===== config.mk =====
export PLATFORM = sky130hd
export DESIGN_NAME = serial_alu_ctrl
export DESIGN_NICKNAME = d
export VERILOG_FILES = /design/src/rtl/alu_pkg.sv /design/src/rtl/alu_bit_slice.sv /design/src/rtl/serial_alu_ctrl.sv
export SDC_FILE = /design/constraint.sdc
export NUM_CORES = 1
export LEC_CHECK = 0
export ABC_AREA = 1
export BUFFER_PORTS_ARGS = -buffer_cell sky130_fd_sc_hd__buf_2
export CAP_MARGIN = 30
export CORE_ASPECT_RATIO = 1.75
export CORE_MARGIN = 5
export CORE_UTILIZATION = 45
export CTS_CLUSTER_DIAMETER = 100
export DETAILED_ROUTE_END_ITERATION = 16
export PLACE_DENSITY = 0.74
export SYNTH_ARGS = -nofsm -noshare
export SYNTH_HDL_FRONTEND = slang
export SYNTH_HIERARCHICAL = 1
export SYNTH_SLANG_ARGS = --single-unit

===== constraint.sdc =====
create_clock -name clk -period 3.9 [get_ports clk]
set_input_delay 0.39 -clock clk [delete_from_list [all_inputs] [get_ports clk]]
set_output_delay 0.39 -clock clk [all_outputs]
set_load 0.02 [all_outputs]

===== src/rtl/alu_pkg.sv =====
// Shared op-code and FSM state definitions for the bit-serial ALU.
package alu_pkg;

  typedef enum logic [1:0] {
    OP_ADD = 2'b00,
    OP_AND = 2'b01,
    OP_SUB = 2'b10,
    OP_XOR = 2'b11
  } op_t;

  typedef enum logic [1:0] {
    IDLE = 2'b00,
    RUN  = 2'b01,
    DONE = 2'b10
  } state_t;

endpackage


===== src/rtl/alu_bit_slice.sv =====
// Combinational 1-bit ALU slice: one result bit and one carry/borrow per step.
module alu_bit_slice
  import alu_pkg::*;
(
  input  logic a,
  input  logic b,
  input  logic cin,
  input  op_t  op,
  output logic out,
  output logic cout
);

  always_comb begin
    // NOTE: every output gets a default first so no path can infer a latch.
    out  = 1'b0;
    cout = 1'b0;
    unique case (op)
      OP_ADD: begin
        out  = a ^ b ^ cin;
        cout = (a & b) | (a & cin) | (b & cin);
      end
      OP_SUB: begin
        out  = a ^ b ^ cin;
        cout = (~a & b) | (~(a ^ b) & cin);
      end
      OP_AND: out = a & b;
      OP_XOR: out = a ^ b;
    endcase
  end

endmodule


===== src/rtl/serial_alu_ctrl.sv =====
// Bit-serial ALU controller: latches operands, runs W LSB-first slice steps,
// then presents result/carry/zero with a one-cycle done pulse.
module serial_alu_ctrl
  import alu_pkg::*;
#(
  parameter int W = 8
) (
  input  logic         clk,
  input  logic         rst_n,
  input  logic         start_i,
  input  logic [1:0]   op_i,
  input  logic [W-1:0] a_i,
  input  logic [W-1:0] b_i,
  output logic         busy_o,
  output logic         done_o,
  output logic [W-1:0] result_o,
  output logic         cout_o,
  output logic         zero_o
);

  localparam int CW = $clog2(W);

  state_t        r_state;
  state_t        w_next;
  logic [CW-1:0] r_cnt;
  logic [W-1:0]  r_a;
  logic [W-1:0]  r_b;
  logic [W-1:0]  r_result;
  op_t           r_op;
  logic          r_carry;
  logic          w_out;
  logic          w_cout;
  logic          w_last;
  logic          w_accept;

  assign w_last   = (r_cnt == CW'(W - 1));
  assign w_accept = (r_state == IDLE) && start_i;

  // NOTE: sequential state uses non-blocking assignments so every flop
  // samples pre-edge values regardless of statement order.
  always_ff @(posedge clk or negedge rst_n) begin
    if (!rst_n) r_state <= IDLE;
    else        r_state <= w_next;
  end

  always_comb begin
    w_next = r_state;
    unique case (r_state)
      IDLE:    if (start_i) w_next = RUN;
      RUN:     if (w_last)  w_next = DONE;
      DONE:    w_next = IDLE;
      default: w_next = IDLE;
    endcase
  end

  alu_bit_slice u_slice (
    .a    (r_a[0]),
    .b    (r_b[0]),
    .cin  (r_carry),
    .op   (r_op),
    .out  (w_out),
    .cout (w_cout)
  );

  // Operands shift right so the slice always sees the current bit at index 0;
  // the result fills from the MSB so bit i lands in place after W steps.
  always_ff @(posedge clk or negedge rst_n) begin
    if (!rst_n) begin
      r_a      <= '0;
      r_b      <= '0;
      r_op     <= OP_ADD;
      r_cnt    <= '0;
      r_carry  <= 1'b0;
      r_result <= '0;
    end else if (w_accept) begin
      r_a      <= a_i;
      r_b      <= b_i;
      r_op     <= op_t'(op_i);
      r_cnt    <= '0;
      r_carry  <= 1'b0;
      r_result <= '0;
    end else if (r_state == RUN) begin
      r_a      <= r_a >> 1;
      r_b      <= r_b >> 1;
      r_result <= {w_out, r_result[W-1:1]};
      r_carry  <= w_cout;
      r_cnt    <= w_last ? '0 : r_cnt + CW'(1);
    end
  end

  assign busy_o   = (r_state != IDLE);
  assign done_o   = (r_state == DONE);
  assign result_o = r_result;
  assign cout_o   = r_carry;
  assign zero_o   = (r_result == '0);

endmodule


==> results.md, run 1 <==
- Hpwl dp: around 2400 um
- Period minus WS final: approximately 2.0 ns
- Total global routing overflow: 0
- Count of different cell masters after synthesis: 17
- Die width: approximately 57 um
- Final-report max-slew violation count: 0
- DRC violations left: 0
- Period utilization: between 50% and 60%
- Leakage: 1.14 nW
- Yosys reg bits: 32
- Worst-path clk slew: ~0.07 ns
- Die Ht: around 91 um
- Fraction of layout cells with a size suffix above 1: 19.0%
- Vias per std cell: approximately 4.8
- Synth area leaders: dfrtp_1 (47%), nand2_1 (19%), nand3_1 (11%)
- Maximum VDD drop: approximately 0.45 mV
- First-pass DRT Iterations: 4
- Row cnt: 29
- Worst Path Class, Setup: flop to primary output
- Critical Path End Type: primary output
- Nets@finish: between 200 and 300
- Final instance area: roughly 2000 um^2
- Later-pin clock latency in the skew report: 0.29 ns
- Leading post-synthesis cells by instance count: nand2_1 (86), nand3_1 (37), dfrtp_1 (32), inv_1 (28), o21ai_0 (7)
- Main synth FF type: dfrtp_1
- Post-CTS setup buffers: 0
- Layout area overhead: 15.3%
- All-Layer GR Usage: approximately 15%
- Rel. slew slack: around half
- Post-CTS resize count: 0
- CP required: around 3.5 ns
- Die area: 5170 um^2
- Global-route wire length before repair: between 6000 and 7000 um
- Mapped cell area: roughly 1700 um^2
- Post-synth ARST share: 100%
- Synth warn: 6
- Initial antenna violation count: 0
- Sequential share of the synthesized area: 47.0%
- Outcome: finished, final reports clean
- Power per standard cell area: just over 800 nW/um^2
- Port Buffer Count: 32
- Post-synth EDFFs: 0
- RSZ-0062 raised after global routing: false
- Crit path cell chain: nor2_4 -> inv_1 -> buf_2
- Final wirelength: between 3000 and 4000 um
- FMAX: between 500 and 600 MHz
- Core footprint: 3660 um^2
- Post-synth top area cell: dfrtp_1
- Synthesized Nets: around 250
- TritonCTS Sinks: 32
- Mean cell area of the mapped netlist: approximately 8 um^2
- Final setup vio count: 0
- Post-Synthesis Cells: ~220
- IO Pins: 33
- Total power: 1.59 mW
- Tightest Pin Transition: between 0.7 and 0.8 ns
- Post-Route Setup TNS: 0 ns
- Worst hold path type: primary input to async pin
- Area post-placement: around 1800 um^2
- Slowest Stage Delay on Critical Path: around 0.60 ns
- GP Congestion: 0.729
- Diodes inserted: 0
- Most numerous cell in the Yosys netlist: nand2_1
- WL/cell: approximately 11 um
- Hold Buf Count CTS: 0
- Max Cap Viol: 0
- Hold Violations, Final: 0
- Fin Clk Skew: roughly 0.010 ns
- Vias: around 1400
- Critical-path maximum fanout: 20
- Startpoint type of the worst setup path: flop
- CP max stage cell: dfrtp_1
- CTS tree: built
- Clk buf depth: 2
- Critical Path AT: 1.58 ns
- Vias in the first global route: about 1400
- H-tree levels: 2
- Top-area cell type share of the netlist area: between 40 and 50%
- DR iter-0 viols: 55
- Remaining antenna violation count: 0
- Clock buffer count from CTS: 5
- Initial core utilization: between 40% and 50%
- Root cell of the clock tree: clkbuf_8
- Largest net degree at the start of global routing: 33
[layer usage]
metal	GRT usage (%)	part of all wire (%)
met1	15.8	40
met2	27.3	52
met3	2.70	4.4
met4	8.91	2.7
met5	0	0
[report_power, final]
part           leakage (nW)  switching [mW]  internal (mW)
combinational         0.662           0.409          0.228
sequential            0.409           0.127          0.481
clock                0.0645           0.120          0.225
total                  1.14           0.657          0.934
[placed cells by master (no fill, tap or decap)]
cell	n
nand2_2	1
nand4_1	1
bufinv_16	1
dfrtp_1	32
o21ai_0	7
inv_2	2
ha_1	4
nand2_1	86
nor2_4	2
fa_1	2
buf_2	32
o21ai_2	1
nor2_1	4
inv_1	28
clkbuf_8	7
nand3_1	37
o21ai_4	1
[cell families (layout without fill, tap and decap cells)]
group / Yosys count / in the layout / share of synthesized area, %
flip-flops: 32 / 32 / 47.0
AO/OA/AOI/OAI: 9 / 9 / 3.52
AND/OR/NAND/NOR: 131 / 131 / 32.7
adder cells (fa/ha/maj): 6 / 6 / 5.29
buffers and inverters: 40 / 70 / 11.5
[metrics by stage]
| stage | worst slack [ns] | hold WS (ns) | util (%) | cells |
|---|---|---|---|---|
| 4_1_cts | 1.93 | 0.176 | 53.6 | 294 |
| 5_1_grt | 1.79 | 0.210 | 53.6 | 294 |
| 3_5_place_dp | 2.25 | 0.464 | 50.2 | 286 |
| 6_report | 1.93 | 0.161 | 53.6 | 294 |
| 3_3_place_gp | 2.23 | 0.457 | 50.2 | 286 |
| 2_1_floorplan | 2.51 | 0.0944 | - | 218 |
[final cells by class]
type / count / area [um^2]
well taps: 46 / 57.6
fillers: 390 / 1700
repair buffers: 32 / 160
clock inverters: 1 / 30.0
inverters: 30 / 113
multi-input cells: 146 / 708
flip-flops and latches: 32 / 801
clock buffers: 7 / 96.3
[final timing paths]
kind	start	end	slack (ns)	cells after the start
worst min-delay path	rst_n	r_op[0]	0.16	1
max in group asynchronous	rst_n	r_b[7]	3.27	1
worst min register to register	r_b[7]	r_b[7]	0.47	2
min in group clk	b_i[7]	r_b[7]	0.34	3
worst max-delay path	r_state[0]	busy_o	1.93	3
worst max register to register	r_state[0]	r_b[3]	2.25	5
[registers in the layout, summed over array words and instances (netlist names)]
name / flops
r_op: 2
cout_o: 1
r_cnt: 3
result_o: 8
r_b: 8
r_state: 2
r_a: 8
[critical path, delay by kind of cell, from the launching register on]
family	cells	cell delay (ns)
DFF	1	0.60
buffers and inverters	2	0.24
and+or+nand+nor	1	0.46
No activity file was read; power rests on OpenSTA's default activity.
==> inputs of run 2 (changes only) <==
--- a/config.mk
+++ b/config.mk
@@ -13,7 +13,7 @@
 export CORE_UTILIZATION = 45
 export CTS_CLUSTER_DIAMETER = 100
 export DETAILED_ROUTE_END_ITERATION = 16
-export PLACE_DENSITY = 0.74
+export PLACE_DENSITY = 0.77
 export SYNTH_ARGS = -nofsm -noshare
 export SYNTH_HDL_FRONTEND = slang
 export SYNTH_HIERARCHICAL = 1
==> constraint.sdc (replaced) <==
create_clock -name clk -period 1.7 [get_ports clk]
set_input_delay 0.17 -clock clk [delete_from_list [all_inputs] [get_ports clk]]
set_output_delay 0.17 -clock clk [all_outputs]
set_load 0.02 [all_outputs]
==> run 2 against run 1 <==
Clock-buffer cell count is 1 lower. Total power is 130% higher. Sequential power is 130% higher. Core utilization is 0.38 points higher. First-iteration DRC count is 24% lower. Critical endpoint unchanged. Routed wire length is 4.0% higher. Die area stayed put. Sequential share of layout area is 0.28 points lower.
==> results.md, run 2 (synthesized netlist as in run 1, its figures left out) <==
- Highest-count cells in the layout ignoring fill and taps: nand2_1 (86), nand3_1 (37), dfrtp_1 (32), buf_2 (32), inv_1 (28) (unchanged)
- Die width: 56.5 um (unchanged)
- CTS tree: built (unchanged)
- Tightest Pin Transition: 0.717 ns (was 0.730 ns)
- Hold Path Depth: 3
- Critical Path End Type: primary output (unchanged)
- Reg2reg path depth: 7 (was 5)
- Remaining antenna violation count: 0 (unchanged)
- Worst hold path type: primary input to flop (was primary input to async pin)
- Period minus WS final: 1.52 ns
- Later-pin clock latency in the skew report: 0.28 ns (was 0.29 ns)
- Largest net degree at the start of global routing: 33 (unchanged)
- Vias per std cell: 4.89 (was 4.79)
- Critical Path AT: 1.35 ns (was 1.58 ns)
- All-Layer GR Usage: 15.1% (about the same)
- Hpwl dp: 2410 um (was 2390 um)
- Hold Violations, Final: 0 (unchanged)
- Global-route wire length before repair: 6210 um (was 6180 um)
- Post-CTS setup buffers: 0 (unchanged)
- DR iter-0 viols: 42 (was 55)
- Nets@finish: 278 (was 274)
- Maximum VDD drop: 0.808 mV (was 0.449 mV)
- GP Congestion: 0.777 (was 0.729)
- Fin Clk Skew: 0.00607 ns (was 0.0103 ns)
- Clock buffer count from CTS: 5 (unchanged)
- Row cnt: 29 (unchanged)
- Final core occ: 54.0% (was 53.6%)
- Post-CTS resize count: 0 (unchanged)
- Period utilization: 89.7%
- Worst-path clk slew: 0.07 ns (about the same)
- Initial core utilization: 46.5% (unchanged)
- Rel. slew slack: 52.2% (was 51.3%)
- Post-Route Setup TNS: 0 ns (unchanged)
- Vias in the first global route: 1467 (was 1427)
- Final-report max-slew violation count: 0 (unchanged)
- DRC violations left: 0 (unchanged)
- Port Buffer Count: 32 (unchanged)
- Clk buf depth: 2 (unchanged)
- Leakage: 1.15 nW (was 1.14 nW)
- RSZ-0062 raised after global routing: false (unchanged)
- Outcome: finished, final reports clean (unchanged)
- Layout area overhead: 16.2% (was 15.3%)
- Total global routing overflow: 0 (unchanged)
- FMAX: 656 MHz
- Max Cap Viol: 0 (unchanged)
- CP required: 1.53 ns (was 3.51 ns)
- Worst Path Class, Setup: flop to primary output (unchanged)
- Root cell of the clock tree: clkbuf_8 (unchanged)
- Diodes inserted: 0 (unchanged)
- Power per standard cell area: 1840 nW/um^2 (was 809 nW/um^2)
- Critical-path maximum fanout: 10 (was 20)
- Core footprint: 3660 um^2 (unchanged)
- First-pass DRT Iterations: 4 (unchanged)
- Final wirelength: 3500 um (was 3370 um)
- Fraction of layout cells with a size suffix above 1: 19.4% (was 19.0%)
- IO Pins: 33 (unchanged)
- H-tree levels: 2 (unchanged)
- WL/cell: 11.7 um (was 11.4 um)
- Commonest non-fill, non-tap cell in the layout: nand2_1 (unchanged)
- Startpoint type of the worst setup path: flop (unchanged)
- Die area: 5170 um^2 (unchanged)
- Initial antenna violation count: 0 (unchanged)
- Final setup vio count: 0 (unchanged)
- Die Ht: 91.4 um (unchanged)
- Vias: 1458 (was 1407)
- TritonCTS Sinks: 32 (unchanged)
run 2: changes by cell type in the layout (fill, tap and decap cells not counted):
cell	previous run	this run
buf_4	0	3
clkbuf_1	0	1
clkbuf_8	7	5
clkinv_2	0	1
dlygate4sd3_1	0	1
run 2: worst paths after layout:
path,to,startpoint,slack (ns)
worst max register to register,result_o[7],r_b[0],0.27
min in group asynchronous,r_b[3],rst_n,0.48
worst min-delay path,r_b[7],b_i[7],0.12
worst max-delay path,busy_o,r_state[0],0.18
max in group asynchronous,r_op[0],rst_n,0.76
worst min register to register,r_b[7],r_b[7],0.48
run 2: area by class of cell:
| cell class | instances | area (um^2) |
|---|---|---|
| fillers | 377 | 1690 |
| flip-flops and latches | 32 | 801 |
| multi-input cells | 146 | 708 |
| repair buffers | 36 | 193 |
| inverters | 30 | 113 |
| clock buffers | 6 | 72.6 |
| well taps | 46 | 57.6 |
| clock inverters | 2 | 35.0 |
run 2: power breakdown:
group / leakage, nW / switching (mW) / internal [mW]
clock: 0.0552 / 0.284 / 0.435
combinational: 0.681 / 0.987 / 0.561
sequential: 0.409 / 0.278 / 1.10
run 2: what timing repair did:
item	in CTS	in global routing
hold buffers	1	0
setup endpoints to repair	0	0
endpoints found under the hold margin	32	0
run 2: routing by layer:
metal	track usage [%]	wire (um)	vias to the layer above
met3	3.55	168	6
met4	7.33	73	0
met1	14.9	1400	688
li1	-	-	730
met2	28.3	1850	34
met5	0	0	-
run 2: per-stage QoR:
step	hold WS [ns]	worst slack (ns)	cell area, um^2	power [mW]	std cells
floorplan	-0.126	0.308	1700	2.57	218
global placement	0.259	0.293	1860	2.89	289
detailed placement	0.263	0.276	1860	2.95	289
CTS	0.111	0.175	1980	3.69	298
global route	0.137	0.134	1980	4.00	298
finish	0.115	0.175	1980	3.65	298
run 2: critical path, cell delays in order, from the launching register on:
cell	delay, ns
dfrtp_1	0.51
nor2_4	0.17
buf_4	0.19
inv_1	0.05
buf_2	0.15
==> inputs of run 3 (changes only) <==
--- a/config.mk
+++ b/config.mk
@@ -14,6 +14,7 @@
 export CTS_CLUSTER_DIAMETER = 100
 export DETAILED_ROUTE_END_ITERATION = 16
 export PLACE_DENSITY = 0.77
+export REMOVE_ABC_BUFFERS = 1
 export SYNTH_ARGS = -nofsm -noshare
 export SYNTH_HDL_FRONTEND = slang
 export SYNTH_HIERARCHICAL = 1
==> run 3 against run 2 <==
Total power is 6.0% lower. Via count is 0.27% lower. Non-clock buffer count is 1 lower. Critical path type unchanged. Register-to-register slack better by 0.04 ns. Final cell count is 0.67% lower. Largest cell class unchanged. Sequential power hardly changed. Critical endpoint unchanged. Routed wire length is 2.9% lower. Flip-flop and latch count stayed put.
==> results.md, run 3 (synthesized netlist as in run 1, its figures left out) <==
- Diodes inserted: 0 (unchanged)
- R2R Setup Slk: 0.31 ns (was 0.27 ns)
- Seq pwr share: 39.7% (was 37.9%)
- Period minus WS final: 1.43 ns (was 1.52 ns)
- Row cnt: 29 (unchanged)
- DRC violations left: 0 (unchanged)
- All-Layer GR Usage: 14.4% (was 15.1%)
- Highest-count cells in the layout ignoring fill and taps: nand2_1 (86), nand3_1 (37), dfrtp_1 (32), buf_2 (32), inv_1 (28) (unchanged)
- Switching part of the total: 43.7% (was 42.4%)
- Clock buffer count from CTS: 5 (unchanged)
- Outcome: finished, final reports clean (unchanged)
- Layout area overhead: 13.9% (was 16.2%)
- CP max stage cell: dfrtp_1 (unchanged)
- Commonest non-fill, non-tap cell in the layout: nand2_1 (unchanged)
- Hpwl dp: 2390 um (was 2410 um)
- Pint: 1.93 mW (was 2.10 mW)
- Die width: 56.5 um (unchanged)
- Hold Path Depth: 3 (unchanged)
- Tightest Pin Transition: 0.706 ns (was 0.717 ns)
- Nets@finish: 277 (was 278)
- Root cell of the clock tree: clkbuf_8 (unchanged)
- Power per standard cell area: 1770 nW/um^2 (was 1840 nW/um^2)
- Total global routing overflow: 0 (unchanged)
- Final-report max-slew violation count: 0 (unchanged)
- Die area: 5170 um^2 (unchanged)
- Worst hold path type: primary input to flop (unchanged)
- Hold Violations, Final: 0 (unchanged)
- Final core occ: 53.0% (was 54.0%)
- First-pass DRT Iterations: 4 (unchanged)
- H-tree levels: 2 (unchanged)
- Vias in the first global route: 1386 (was 1467)
- Clock power frac: 15.6% (was 19.7%)
- Post-CTS setup buffers: 0 (unchanged)
- Largest net degree at the start of global routing: 33 (unchanged)
- Period utilization: 84.1% (was 89.7%)
- Reg2reg path depth: 7 (unchanged)
- Fraction of layout cells with a size suffix above 1: 18.8% (was 19.4%)
- CTS tree: built (unchanged)
- Hold Buf Count CTS: 1 (unchanged)
- Remaining antenna violation count: 0 (unchanged)
- DR iter-0 viols: 53 (was 42)
- NetSw: 1.50 mW (was 1.55 mW)
- Max Cap Viol: 0 (unchanged)
- TritonCTS Sinks: 32 (unchanged)
- IO Pins: 33 (unchanged)
- Leakage: 1.13 nW (was 1.15 nW)
- Final worst slack: 0.270 ns (was 0.175 ns)
- Final wirelength: 3400 um (was 3500 um)
- Critical-path maximum fanout: 12 (was 10)
- Slowest Stage Delay on Critical Path: 0.45 ns (was 0.51 ns)
- Vias: 1454 (was 1458)
- Global-route wire length before repair: 5970 um (was 6210 um)
- Initial core utilization: 46.5% (unchanged)
- Port Buffer Count: 32 (unchanged)
- RSZ-0062 raised after global routing: false (unchanged)
- Final setup vio count: 0 (unchanged)
- Rel. slew slack: 52.7% (was 52.2%)
- Critical Path End Type: primary output (unchanged)
- Maximum VDD drop: 0.869 mV (was 0.808 mV)
- Startpoint type of the worst setup path: flop (unchanged)
- Post-Route Setup TNS: 0 ns (unchanged)
- Clk buf depth: 2 (unchanged)
- Initial antenna violation count: 0 (unchanged)
- Later-pin clock latency in the skew report: 0.28 ns (about the same)
- Vias per std cell: 4.91 (was 4.89)
- Post-CTS resize count: 0 (unchanged)
- Crit path cell chain: nor2_4 -> inv_1 -> buf_2 (was nor2_4 -> buf_4 -> inv_1 -> buf_2)
- Die Ht: 91.4 um (unchanged)
- CP required: 1.53 ns (about the same)
- Critical Path AT: 1.26 ns (was 1.35 ns)
- FMAX: 699 MHz (was 656 MHz)
- Place WS: 0.305 ns (was 0.276 ns)
- Fin Clk Skew: 0.00351 ns (was 0.00607 ns)
- WL/cell: 11.5 um (was 11.7 um)
- Comb pwr share: 44.7% (was 42.4%)
- GP Congestion: 0.772 (was 0.777)
- Worst-path clk slew: 0.06 ns (was 0.07 ns)
- Core footprint: 3660 um^2 (unchanged)
- Worst Path Class, Setup: flop to primary output (unchanged)
==> run 3: power groups by stage <==
stage	sequential, mW	clock [mW]	combinational [mW]
global placement	1.36	0	1.53
global route	1.41	0.584	1.79
floorplan	1.47	0	0.970
detailed placement	1.38	0	1.55
finish	1.36	0.536	1.53
CTS	1.37	0.554	1.56
==> run 3: stage by stage <==
step / hold WS [ns] / total power [mW] / cells / cell area (um^2)
finish: 0.121 / 3.43 / 296 / 1940
detailed placement: 0.267 / 2.93 / 288 / 1850
CTS: 0.118 / 3.48 / 296 / 1940
global route: 0.134 / 3.79 / 296 / 1940
global placement: 0.270 / 2.89 / 288 / 1850
floorplan: -0.126 / 2.44 / 208 / 1620
==> run 3: worst paths after layout <==
kind,to,start
max,busy_o,r_state[1]
min,r_b[7],b_i[7]
max reg2reg,result_o[7],r_b[0]
min reg2reg,r_a[7],r_a[7]
max in group asynchronous,r_b[7],rst_n
min in group asynchronous,result_o[2],rst_n
==> run 3: metal layers <==
metal | GRT usage [%] | vias to the layer above | routed length (um)
li1 | - | 730 | -
met1 | 16.5 | 683 | 1390
met4 | 4.75 | 0 | 56
met3 | 4.11 | 5 | 201
met5 | 0 | - | 0
met2 | 25.3 | 36 | 1750
==> run 3: area by class of cell <==
cell class	count	area, um^2
clock buffers	6	72.6
clock inverters	1	5.00
fillers	384	1720
inverters	30	113
multi-input cells	146	708
flip-flops and latches	32	801
well taps	46	57.6
repair buffers	35	185
==> run 3: critical path: cells and delay by family (launching register included) <==
kind / cells / cell delay [ns]
and+or+nand+nor: 1 / 0.30
DFF: 1 / 0.45
buffers and inverters: 2 / 0.24
